[src/rtl/rotary_pkg.sv]
// Shared definitions for the rotary quadrature generator.
//   - State encoding for the detent FSM (idle plus four quadrature phases).
//   - Per-phase (A,B) levels for both rotation directions. Bit 1 is channel A
//     and bit 0 is channel B. Element [0] belongs to P1 and element [3] to P4.
//   - phase_levels(): returns the channel levels for a given state and direction.
package rotary_pkg;

    localparam logic [2:0] ST_IDLE = 3'd0;
    localparam logic [2:0] ST_P1   = 3'd1;
    localparam logic [2:0] ST_P2   = 3'd2;
    localparam logic [2:0] ST_P3   = 3'd3;
    localparam logic [2:0] ST_P4   = 3'd4;

    typedef enum logic [2:0] {
        S_IDLE = ST_IDLE,
        S_P1   = ST_P1,
        S_P2   = ST_P2,
        S_P3   = ST_P3,
        S_P4   = ST_P4
    } state_t;

    // The sequence is a Gray code: each step changes only one channel.
    localparam logic [3:0][1:0] CW_LEVELS  = {2'b00, 2'b01, 2'b11, 2'b10};
    localparam logic [3:0][1:0] CCW_LEVELS = {2'b00, 2'b10, 2'b11, 2'b01};

    function automatic logic [1:0] phase_levels(input state_t st, input logic cw);
        logic [2:0] offset;
        logic [1:0] levels;
        offset = st - ST_P1;
        if (st == S_IDLE) begin
            levels = 2'b00;
        end else if (cw) begin
            levels = CW_LEVELS[offset[1:0]];
        end else begin
            levels = CCW_LEVELS[offset[1:0]];
        end
        return levels;
    endfunction

endpackage

[src/rtl/rotary_phase_timer.sv]
// Phase timer for the rotary quadrature generator.
// A modulo-PHASE_CYCLES counter. It runs while en_i is high and clears
// synchronously on clr_i, which the top asserts on every state change.
// Ports:
//   clk          system clock
//   rst          synchronous active-high reset
//   clr_i        synchronous clear; it has priority over counting
//   en_i         count enable, high while a phase is being held
//   phase_end_o  high during the last cycle of a phase (count == PHASE_CYCLES-1)
module rotary_phase_timer #(
    parameter int PHASE_CYCLES = 4
) (
    input  logic clk,
    input  logic rst,
    input  logic clr_i,
    input  logic en_i,
    output logic phase_end_o
);

    // The counter is kept at least one bit wide so that PHASE_CYCLES=1 still works.
    localparam int CW = (PHASE_CYCLES > 1) ? $clog2(PHASE_CYCLES) : 1;
    localparam logic [CW-1:0] LAST = CW'(PHASE_CYCLES - 1);

    logic [CW-1:0] cnt_q;
    logic [CW-1:0] cnt_d;

    assign phase_end_o = (cnt_q == LAST);

    always_comb begin
        cnt_d = cnt_q;
        if (clr_i) begin
            cnt_d = '0;
        end else if (en_i) begin
            cnt_d = phase_end_o ? '0 : cnt_q + CW'(1);
        end
    end

    always_ff @(posedge clk) begin
        if (rst) begin
            cnt_q <= '0;
        end else begin
            cnt_q <= cnt_d;
        end
    end

endmodule

[src/rtl/rotary_quadrature_generator.sv]
// Rotary quadrature generator.
// Emits ROT_A/ROT_B quadrature waveforms, one full detent per step, from a
// start/steps/dir command.
// Ports:
//   clk, rst    system clock and synchronous active-high reset
//   start       command strobe; it is accepted only while idle
//   dir         1 = CW (A leads B), 0 = CCW (B leads A); latched on accept
//   steps       number of detents to emit; latched on accept
//   busy        high while a command is in progress
//   done        one-cycle pulse when a command completes (including steps=0)
//   step_tick   one-cycle pulse on entry into the A=B=1 phase
//   steps_left  detents remaining, including the one in progress
//   ROT_A/B     registered quadrature outputs
module rotary_quadrature_generator
    import rotary_pkg::*;
#(
    parameter int PHASE_CYCLES = 4,
    parameter int CNT_W        = 8
) (
    input  logic             clk,
    input  logic             rst,
    input  logic             start,
    input  logic             dir,
    input  logic [CNT_W-1:0] steps,
    output logic             busy,
    output logic             done,
    output logic             step_tick,
    output logic [CNT_W-1:0] steps_left,
    output logic             ROT_A,
    output logic             ROT_B
);

    state_t           state_q, state_d;
    logic [CNT_W-1:0] steps_left_q, steps_left_d;
    logic             dir_q, dir_d;
    logic             busy_q, busy_d;
    logic             done_q, done_d;
    logic             tick_q, tick_d;
    logic [1:0]       rot_q, rot_d;
    logic             phase_end;

    rotary_phase_timer #(
        .PHASE_CYCLES(PHASE_CYCLES)
    ) u_phase_timer (
        .clk        (clk),
        .rst        (rst),
        .clr_i      (state_d != state_q),
        .en_i       (state_q != S_IDLE),
        .phase_end_o(phase_end)
    );

    always_comb begin
        state_d      = state_q;
        steps_left_d = steps_left_q;
        dir_d        = dir_q;
        busy_d       = busy_q;
        done_d       = 1'b0;
        tick_d       = 1'b0;

        case (state_q)
            S_IDLE: begin
                if (start) begin
                    dir_d = dir;
                    if (steps != '0) begin
                        state_d      = S_P1;
                        steps_left_d = steps;
                        busy_d       = 1'b1;
                    end else begin
                        done_d = 1'b1;
                    end
                end
            end
            S_P1: begin
                if (phase_end) begin
                    state_d = S_P2;
                    tick_d  = 1'b1;
                end
            end
            S_P2: begin
                if (phase_end) begin
                    state_d = S_P3;
                end
            end
            S_P3: begin
                if (phase_end) begin
                    state_d = S_P4;
                end
            end
            S_P4: begin
                if (phase_end) begin
                    if (steps_left_q != '0) begin
                        steps_left_d = steps_left_q - CNT_W'(1);
                    end
                    // Compare the pre-decrement value: more than one detent
                    // left means another detent follows.
                    if (steps_left_q > CNT_W'(1)) begin
                        state_d = S_P1;
                    end else begin
                        state_d = S_IDLE;
                        busy_d  = 1'b0;
                        done_d  = 1'b1;
                    end
                end
            end
            default: begin
                state_d = S_IDLE;
                busy_d  = 1'b0;
            end
        endcase

        // The levels follow the next state, so the channels move on the same
        // edge as the state change and add no latency.
        rot_d = phase_levels(state_d, dir_d);
    end

    always_ff @(posedge clk) begin
        if (rst) begin
            state_q      <= S_IDLE;
            steps_left_q <= '0;
            dir_q        <= 1'b0;
            busy_q       <= 1'b0;
            done_q       <= 1'b0;
            tick_q       <= 1'b0;
            rot_q        <= 2'b00;
        end else begin
            state_q      <= state_d;
            steps_left_q <= steps_left_d;
            dir_q        <= dir_d;
            busy_q       <= busy_d;
            done_q       <= done_d;
            tick_q       <= tick_d;
            rot_q        <= rot_d;
        end
    end

    assign busy       = busy_q;
    assign done       = done_q;
    assign step_tick  = tick_q;
    assign steps_left = steps_left_q;
    assign ROT_A      = rot_q[1];
    assign ROT_B      = rot_q[0];

endmodule

[config.mk]
export PLATFORM = sky130hd
export DESIGN_NAME = rotary_quadrature_generator
export DESIGN_NICKNAME = d
export VERILOG_FILES = /design/src/rtl/rotary_pkg.sv /design/src/rtl/rotary_phase_timer.sv /design/src/rtl/rotary_quadrature_generator.sv
export SDC_FILE = /design/constraint.sdc
export NUM_CORES = 1
export LEC_CHECK = 0
export ABC_AREA = 1
export BUFFER_PORTS_ARGS = -buffer_cell sky130_fd_sc_hd__buf_2
export CORE_ASPECT_RATIO = 1.25
export CORE_MARGIN = 5
export CORE_UTILIZATION = 48
export CTS_CLUSTER_SIZE = 20
export DETAILED_ROUTE_END_ITERATION = 8
export PLACE_DENSITY = 0.7
export SLEW_MARGIN = 10
export SYNTH_ARGS = -nofsm -noshare
export SYNTH_HDL_FRONTEND = slang
export SYNTH_SLANG_ARGS = --single-unit
[constraint.sdc]
create_clock -name clk -period 1.7 [get_ports clk]
set_input_delay 0.255 -clock clk [delete_from_list [all_inputs] [get_ports clk]]
set_output_delay 0.255 -clock clk [all_outputs]
set_load 0.02 [all_outputs]
# Word-level counts from Yosys, hierarchy flattened
# Cells that the tools add are included.
# Widths: inputs -> output; s select.
# word_totals
reg_bits	19
wordCells	70
# op_classes
addsub	3
n_lt_le_gt_ge	2
n_eq_ne	11
mux	32
bitwise	2
n_reduce_logical	12
# op_table
cell	count
$mux 8	4
$mux 3	6
$pmux 8 s2	1
$reduce_bool 8->1	2
$pmux 3 s5	1
$mux 1	12
$reduce_and 5->1	2
$bmux 2 s2	2
$gt 8x1->1 const B	1
$mux 2	4
$ne 2x2->1 const B	4
$sub 8x1->8 const B	1
$eq 3x2->1 const B	2
$logic_not 3->1	2
$reduce_or 2->1	3
$eq 3x1->1 const B	1
$eq 3x3->1 const B	1
$lt 2x3->1 const B	1
$ne 3x3->1	1
$pmux 1 s3	1
$reduce_bool 3->1	1
$reduce_or 3->1	1
$add 2x1->2 const B	1
$eq 2x2->1 const B	1
5 further kinds	6

# Longest topological paths before layout
# Gate-level depths: netlist of the first run.
# depth
depth_word	8
ltp_mapped	16
depth_no_buf	16

# Modules after synthesis
# Synthesis of the first run repeated with hierarchy kept, for this count alone.
# unflattened
cells_unflattened	200
area_unflattened_um2	1255.0
# modules_own_cells
module	instances	cells_each	area_per_inst_um2	seq_area_each_um2
rotary_quadrature_generator	1	186	1157.4	340.3
rotary_phase_timer	1	14	97.6	40.0

# Worst setup path after synthesis of the first run
# Ideal clock, no wire load.
# synth_timing
path_type	register to register
startpoint	register steps_left_q[0] (netlist: steps_left[0])
endpoint	register rot_q[1]
setup_ns	0.109
arrival_ns	1.866
required_time_ns	1.591
slack_ns	-0.274
path_stages_with_launch	16
path_buffers	0
path_cell_list	dfxtp_1 inv_1 ha_1 nor2_1 nor2_1 nand2_1 nand2_1 nand2_1 nand2_1 nand2_2 inv_1 ha_1 nand3_1 nand3_1 nand2_1 inv_1
# synth_via
elab_chain_cells	8
elab_cells_between_ends	12
# synth_rtl
element	line	text
start: declaration	rotary_quadrature_generator.sv:34	logic [CNT_W-1:0] steps_left_q, steps_left_d;
start signal: assignment	rotary_quadrature_generator.sv:127	steps_left_q <= steps_left_d;
$gt 8x1->1 (*)	rotary_quadrature_generator.sv:96	if (steps_left_q > CNT_W'(1)) begin
$mux 1 (*)	rotary_quadrature_generator.sv:96	
$mux 3 (*)	rotary_quadrature_generator.sv:90	if (phase_end) begin
$pmux 3 s5 (*)	rotary_quadrature_generator.sv:60	case (state_q)
$sub 2x1->2	rotary_pkg.sv:29	offset = st - ST_P1;
$bmux 2 s2 (on tied branches)	rotary_pkg.sv:35, rotary_pkg.sv:33	
$mux 2 (on tied branches)	rotary_pkg.sv:35, rotary_pkg.sv:33	
$mux 2	rotary_pkg.sv:32	end else if (cw) begin
end signal: assignment	rotary_quadrature_generator.sv:132	rot_q <= rot_d;
end: declaration	rotary_quadrature_generator.sv:39	logic [1:0] rot_q, rot_d;
# Every way passes the cells marked *; elsewhere a longest branch is shown, timed or not. The select of a mux whose other input is x is not followed.
# A chain may end at the register's enable or synchronous reset.

# Worst setup path in the final report of the first run
# Same ends and word-level chain as after synthesis.

==> reports/metrics.csv, run 1 <==
stage;metric;value;unit
timing;max-slew violation count;0;
cts;CTS max path bufs;2;
timing;fmax;570;MHz
placed_design;buffers added on ports;24;
drt;ratio of routed vias to standard cells;5.14;
synth;Synth Net Count;206;
worst_setup_path;critical path peak fanout;4;
worst_setup_path;combined buffer and inverter count along the critical path;4;
global_route;overflow left after global routing;0;
timing;unrepaired setup endpoints after global routing;yes;
worst_setup_path;CP peak stage delay;0.40;ns
run;max-cap viol count;0;
synth;sequential-to-total area share from yosys stat;0.308;
timing;final number of hold-violating endpoints;0;
cts;clock-pin slew on the worst setup and hold paths;0.12;ns
floorplan;FP Rows;20;
floorplan;Starting Density;0.504;
worst_setup_path;worst r2r src;steps_left[0];
placed_design;final weighted congestion in routability-driven placement;0.894;
drt;DRC;0;
synth;synthesized instance count;189;
power;Peak VDD IR;467;uV
final_layout;commonest cells after routing, fill and taps aside;46 x sky130_fd_sc_hd__nand2_1, 26 x sky130_fd_sc_hd__buf_4, 24 x sky130_fd_sc_hd__buf_2;
worst_setup_path;crit path to;rot_q[1];
worst_setup_path;Crit path max-delay family;simple AND/OR/NAND/NOR gates;
synth;synthesis-stage register bit count;19;
timing;transition time at the pin with the least slew margin;0.328;ns
floorplan;number of top-level design ports;25;
outcome;run status;finished, violations left;
worst_setup_path;CP required;1.97;ns
cts;Num Clock Sinks;19;
timing;relative slew slack;0.781;
cts;Clk Latency, worst-skew pair;0.31;ns
global_route;maximum number of pins on one net before global-route repair;16;
final_layout;number of antenna repair diodes;0;
final_layout;utilization after layout;0.702;
power;Leakage Power;0.852;nW
worst_setup_path;depth of the most critical reg-to-reg path;15;
timing;clock skew after layout;0.00617;ns
worst_setup_path;CP startpoint kind;flip-flop;
worst_setup_path;Crit path top cell by count;sky130_fd_sc_hd__nand2_1;
floorplan;total die area;0.00370;mm2
cts;number of H-tree levels;1;
timing;final worst path period share;1.03;
final_layout;ratio of cells with drive above 1 in the final layout;0.421;
global_route;via count of the first global-routing pass;1390;
synth;netlist area before placement;0.00124;mm2
outcome;failing checks;setup timing;
final_layout;Nets;258;
drt;DR vias;1403;
worst_setup_path;end of the worst register-to-register path;rot_q[1];
floorplan;Die Ht;66.7;um
final_layout;synthesis-to-layout area growth;39.3;%
synth;number of warnings reported in the yosys synthesis log;0;
synth;number of distinct library cells after synthesis;28;
worst_setup_path;startpoint of the worst setup timing path;steps_left[0];
cts;clock tree from TritonCTS;built;
cts;TritonCTS buffer count;3;
global_route;global-route usage over all layers;0.188;
drt;WL final;3.42;mm
worst_setup_path;data arrival time at the worst-slack endpoint;2.02;ns
final_layout;leading cell type in the layout, fill and taps excluded;sky130_fd_sc_hd__nand2_1;
power;Tot Pwr;0.00113;W
worst_setup_path;number of logic stages on the critical path including buffering;15;
drt;Routed WL per cell;12.5;um
timing;least setup slack across all paths after layout;-0.0548;ns
worst_setup_path;type of element capturing the critical path;flip-flop;
global_route;wire length of the first global-routing pass;5.55;mm
floorplan;die span in x;55.4;um
timing;min Tclk post-route;1.75;ns
power;power density over the cells;657;mW/mm2
worst_setup_path;critical-path cell with the highest stage delay;sky130_fd_sc_hd__dfxtp_4;
synth;average cell area after synthesis;6.54;um2
timing;Hold Slack;0.285;ns
drt;iteration-0 DRC count of the detailed router;40;
drt;drt pass-1 iters;6;
cts;clock tree root buffer cell;sky130_fd_sc_hd__clkbuf_4;
min_path;worst hold path class;primary input to flip-flop;
drt;post-route antenna net violation count;0;
worst_setup_path;crit path cell chain;inv_4 -> ha_4 -> nor2_4 -> nor2_2 -> nand2_1 -> nand2_1 -> nand2_1 -> nand2_2 -> nand2_2 -> inv_2 -> ha_4 -> inv_4 -> a21oi_1 -> nand2_1 -> inv_1;
placed_design;Setup Slack @ Placement;-0.0568;ns
worst_setup_path;category of the critical setup timing path;flip-flop to flip-flop;
floorplan;floorplan core area;0.00245;mm2
placed_design;placed wire-length estimate;2.52;mm
timing;setup violators final;3;
global_route;antenna violations before repair;0;
worst_setup_path;flop2flop setup slack;-0.05;ns
cell families (layout without fill, tap and decap cells):
family                     count (synthesis)  after routing  share of synthesized area
and+or+nand+nor                          105            105                      0.391
adders and majority gates                  5              5                     0.0506
DFF                                       19             19                      0.308
buffers and inverters                     29             80                      0.102
AOI/OAI and AO/OA                         31             31                      0.149
per-layer routing:
| layer | GRT usage | vias up | wire [um] |
|---|---|---|---|
| met1 | 0.179 | 645 | 1260 |
| met5 | 0 | - | 0 |
| met2 | 0.388 | 38 | 1920 |
| li1 | - | 711 | - |
| met3 | 0.0291 | 9 | 160 |
| met4 | 0.0821 | 0 | 79 |
flip-flops by register name, indices dropped and copies added, names as in the netlist:
| signal | flops |
|---|---|
| done | 1 |
| steps_left | 8 |
| step_tick | 1 |
| u_phase_timer.cnt_q | 2 |
| state_q | 3 |
| rot_q | 2 |
| dir_q | 1 |
| busy | 1 |
Yosys cell counts:
library cell | n | area [um2]
sky130_fd_sc_hd__a21oi_1 | 11 | 55.1
sky130_fd_sc_hd__buf_6 | 1 | 11.3
sky130_fd_sc_hd__inv_1 | 20 | 75.1
sky130_fd_sc_hd__dfxtp_1 | 19 | 380
sky130_fd_sc_hd__nor3_1 | 3 | 15.0
sky130_fd_sc_hd__nand4_1 | 2 | 12.5
sky130_fd_sc_hd__o21a_1 | 1 | 7.51
sky130_fd_sc_hd__a21oi_2 | 3 | 26.3
sky130_fd_sc_hd__ha_1 | 5 | 62.6
sky130_fd_sc_hd__nor2_4 | 3 | 33.8
sky130_fd_sc_hd__a31oi_1 | 1 | 6.26
sky130_fd_sc_hd__clkbuf_1 | 1 | 3.75
sky130_fd_sc_hd__a211oi_1 | 1 | 7.51
sky130_fd_sc_hd__nand3b_1 | 1 | 7.51
sky130_fd_sc_hd__o2111ai_1 | 1 | 8.76
sky130_fd_sc_hd__buf_4 | 1 | 7.51
sky130_fd_sc_hd__nor2_1 | 23 | 86.3
sky130_fd_sc_hd__nand2_4 | 2 | 22.5
sky130_fd_sc_hd__o21ai_0 | 11 | 55.1
sky130_fd_sc_hd__or2_2 | 1 | 6.26
sky130_fd_sc_hd__nor2_2 | 3 | 18.8
sky130_fd_sc_hd__clkinv_4 | 1 | 8.76
sky130_fd_sc_hd__buf_2 | 1 | 5.00
sky130_fd_sc_hd__inv_2 | 4 | 15.0
sky130_fd_sc_hd__o21ai_2 | 2 | 17.5
sky130_fd_sc_hd__nand2_2 | 4 | 25.0
sky130_fd_sc_hd__nand2_1 | 48 | 180
sky130_fd_sc_hd__nand3_1 | 15 | 75.1
through the flow:
step	cell area, um2	TNS [ns]	std cells
after floorplan	1270	0	189
after global placement	1570	-0.0191	262
after detailed placement	1570	-0.105	262
after CTS	1650	-0.0507	271
after global routing	1720	-0.491	273
final	1720	-0.125	273
power by group:
part / internal, W / switching, W / total [W]
Sequential: 0.000473 / 0.0000221 / 0.000495
Clock: 0.0000880 / 0.000153 / 0.000241
Combinational: 0.000163 / 0.000231 / 0.000394
worst min path at each step:
| stage | start | end | slack, ns | cells after the start |
|---|---|---|---|---|
| final | steps[6] | steps_left[6] | 0.29 | 5 |
| after global routing | steps[7] | steps_left[7] | 0.31 | 5 |
| after CTS | steps[6] | steps_left[6] | 0.28 | 5 |
| after detailed placement | busy | busy | 0.50 | 2 |
| after global placement | busy | busy | 0.49 | 2 |
| after floorplan | rst | state_q[2] | 0.32 | 1 |
cell type report:
type                    instances  area [um2]
multi-input cells             141         817
fillers                       231         731
flip-flops and latches         19         392
repair buffers                 51         335
inverters                      25         109
well taps                      33        41.3
clock buffers                   3        22.5
clock inverters                 1        5.00
worst reg2reg max path: stages (launching register included):
cell and delay, ns:
sky130_fd_sc_hd__dfxtp_4 0.40, sky130_fd_sc_hd__inv_4 0.05, sky130_fd_sc_hd__ha_4 0.16, sky130_fd_sc_hd__nor2_4 0.08, sky130_fd_sc_hd__nor2_2 0.05, sky130_fd_sc_hd__nand2_1 0.06
sky130_fd_sc_hd__nand2_1 0.07, sky130_fd_sc_hd__nand2_1 0.07, sky130_fd_sc_hd__nand2_2 0.06, sky130_fd_sc_hd__nand2_2 0.08, sky130_fd_sc_hd__inv_2 0.06, sky130_fd_sc_hd__ha_4 0.29
sky130_fd_sc_hd__inv_4 0.04, sky130_fd_sc_hd__a21oi_1 0.14, sky130_fd_sc_hd__nand2_1 0.07, sky130_fd_sc_hd__inv_1 0.04
what timing repair did:
action / in CTS / in global routing
hold endpoints to repair: 0 / 0
buffers inserted: 5 / 2
pin swaps: 4 / 8
resized for setup: 5 / 17
endpoints found under the setup margin: 2 / 9
hold buffers: 0 / 0
(Power assumes the default switching activity.)
==> run 2, diff against run 1 <==
--- a/config.mk
+++ b/config.mk
@@ -17,3 +17,4 @@
 export SYNTH_ARGS = -nofsm -noshare
 export SYNTH_HDL_FRONTEND = slang
 export SYNTH_SLANG_ARGS = --single-unit
+export TNS_END_PERCENT = 10
==> reports/metrics.csv, run 2 (synthesized netlist as in run 1, its figures left out) <==
stage;metric;value;unit;change
outcome;run status;finished, violations left;;
outcome;failing checks;setup timing;;
placed_design;placed wire-length estimate;2.52;mm;unchanged
worst_setup_path;CP peak stage delay;0.37;ns;-0.03 ns
power;Peak VDD IR;449;uV;-3.9%
drt;DRC;0;;unchanged
worst_setup_path;crit path cell chain;inv_4 -> ha_4 -> nor2_4 -> nor2_2 -> nand2_1 -> nand2_1 -> nand2_1 -> nand2_2 -> nand2_2 -> inv_2 -> ha_4 -> nand3_2 -> nand3_1 -> nand2_1 -> inv_1;;
cts;Clk Latency, worst-skew pair;0.31;ns;about the same
timing;final number of hold-violating endpoints;0;;unchanged
placed_design;post-placement cell count;262;;unchanged
floorplan;Die Ht;66.7;um;unchanged
floorplan;floorplan core area;0.00245;mm2;unchanged
worst_setup_path;CP required;1.92;ns;-0.05 ns
global_route;maximum number of pins on one net before global-route repair;16;;unchanged
timing;unrepaired setup endpoints after global routing;yes;;
global_route;overflow left after global routing;0;;unchanged
worst_setup_path;crit path to;rot_q[1];;
power;Leakage Power;0.825;nW;-3.1%
floorplan;total die area;0.00370;mm2;unchanged
run;max-cap viol count;0;;unchanged
drt;Routed WL per cell;11.7;um;-6.7%
timing;setup violators final;2;;-1
timing;relative slew slack;0.742;;-0.0390
timing;min Tclk post-route;1.72;ns;-0.0317 ns
drt;iteration-0 DRC count of the detailed router;29;;-28%
worst_setup_path;type of element capturing the critical path;flip-flop;;
cts;clock tree from TritonCTS;built;;
final_layout;ratio of cells with drive above 1 in the final layout;0.404;;-0.0166
worst_setup_path;flop2flop setup slack;-0.02;ns;+0.03 ns
drt;WL final;3.13;mm;-8.4%
cts;number of H-tree levels;1;;unchanged
timing;summed negative setup slack over all endpoints;-0.0403;ns;+0.0846 ns
final_layout;number of antenna repair diodes;0;;unchanged
timing;least setup slack across all paths after layout;-0.0232;ns;+0.0317 ns
min_path;worst hold path class;primary input to flip-flop;;
worst_setup_path;critical-path cell with the highest stage delay;sky130_fd_sc_hd__dfxtp_4;;
drt;ratio of routed vias to standard cells;5.10;;-0.68%
worst_setup_path;end of the worst register-to-register path;rot_q[1];;
placed_design;buffers added on ports;24;;unchanged
timing;max-slew violation count;0;;unchanged
worst_setup_path;category of the critical setup timing path;flip-flop to flip-flop;;
cts;TritonCTS buffer count;3;;unchanged
final_layout;commonest cells after routing, fill and taps aside;46 x sky130_fd_sc_hd__nand2_1, 24 x sky130_fd_sc_hd__buf_2, 20 x sky130_fd_sc_hd__buf_4;;
cts;CTS max path bufs;2;;unchanged
power;power density over the cells;663;mW/mm2;+0.95%
final_layout;number of flip-flops in the largest register;8;;unchanged
global_route;global-route usage over all layers;0.183;;-0.00450
cts;number of hold buffers added after cts;0;;unchanged
global_route;wire length of the first global-routing pass;5.42;mm;-2.4%
drt;DR vias;1368;;-2.5%
final_layout;leading cell type in the layout, fill and taps excluded;sky130_fd_sc_hd__nand2_1;;
worst_setup_path;critical path peak fanout;3;;-1
floorplan;number of top-level design ports;25;;unchanged
global_route;antenna violations before repair;0;;unchanged
floorplan;die span in x;55.4;um;unchanged
worst_setup_path;startpoint of the worst setup timing path;steps_left[1];;
cts;clock-pin slew on the worst setup and hold paths;0.12;ns;about the same
worst_setup_path;data arrival time at the worst-slack endpoint;1.95;ns;-0.07 ns
final_layout;post-route insts no fill;268;;-1.8%
worst_setup_path;depth of the most critical reg-to-reg path;15;;unchanged
worst_setup_path;worst r2r src;steps_left[1];;
final_layout;synthesis-to-layout area growth;35.2;%;
floorplan;Starting Density;0.504;;unchanged
final_layout;Nets;253;;-1.9%
floorplan;FP Rows;20;;unchanged
drt;post-route antenna net violation count;0;;unchanged
worst_setup_path;Crit path top cell by count;sky130_fd_sc_hd__nand2_1;;
cts;Num Clock Sinks;19;;unchanged
cts;clock tree root buffer cell;sky130_fd_sc_hd__clkbuf_4;;
placed_design;final weighted congestion in routability-driven placement;0.894;;unchanged
global_route;via count of the first global-routing pass;1370;;-1.4%
timing;final worst path period share;1.01;;-0.0186
worst_setup_path;CP startpoint kind;flip-flop;;
drt;drt pass-1 iters;4;;-2
timing;fmax;580;MHz;+1.8%
timing;clock skew after layout;0.00613;ns;-0.0000445 ns
timing;transition time at the pin with the least slew margin;0.386;ns;+0.0580 ns
-- run 2: metrics by stage --
stage | setup slack (ns) | utilization | hold WS [ns] | total power (W) | instance area (um2)
6_report | -0.0232 | 0.682 | 0.289 | 0.00111 | 1670
5_1_grt | -0.147 | 0.682 | 0.307 | 0.00119 | 1670
4_1_cts | -0.0354 | 0.657 | 0.280 | 0.00109 | 1610
3_5_place_dp | -0.0568 | 0.640 | 0.495 | 0.000851 | 1570
3_3_place_gp | -0.0135 | 0.640 | 0.491 | 0.000837 | 1570
2_1_floorplan | 0.0103 | - | 0.323 | 0.000726 | 1270
-- run 2: worst min-delay path by stage --
stage,startpoint,endpoint,depth (start not counted)
2_1_floorplan,rst,state_q[2],1
3_3_place_gp,busy,busy,2
3_5_place_dp,busy,busy,2
4_1_cts,steps[6],steps_left[6],5
5_1_grt,steps[7],steps_left[7],5
6_report,steps[6],steps_left[6],5
-- run 2: power breakdown --
group	internal, W	leakage, nW	switching [W]
clock network	0.0000879	0.0177	0.000151
registers	0.000473	0.158	0.0000222
logic	0.000155	0.650	0.000219
total	0.000716	0.825	0.000392
-- run 2: cell type report --
cell class | instances | area [um2]
multi-input cells | 141 | 805
well taps | 33 | 41.3
clock inverters | 1 | 5.00
inverters | 25 | 106
flip-flops and latches | 19 | 390
clock buffers | 3 | 22.5
fillers | 230 | 781
repair buffers | 46 | 302
-- run 2: per-layer routing --
metal / wire length, um / vias up / GRT usage
met1: 1240 / 634 / 0.174
met4: 50 / 0 / 0.0821
met3: 121 / 6 / 0.0291
li1: - / 699 / -
met5: 0 / - / 0
met2: 1720 / 29 / 0.379
-- run 2: timing repair --
item,4_1_cts,5_1_grt
resized for setup,4,15
setup endpoints to repair,2,7
pin swaps,4,8
setup buffers,0,2
-- run 2: worst max-delay path, delay by kind of cell (launching register included) --
family / cells / cell delay (ns)
buffers and inverters: 3 / 0.19
DFF: 1 / 0.37
adders and majority gates: 2 / 0.36
and+or+nand+nor: 10 / 0.71
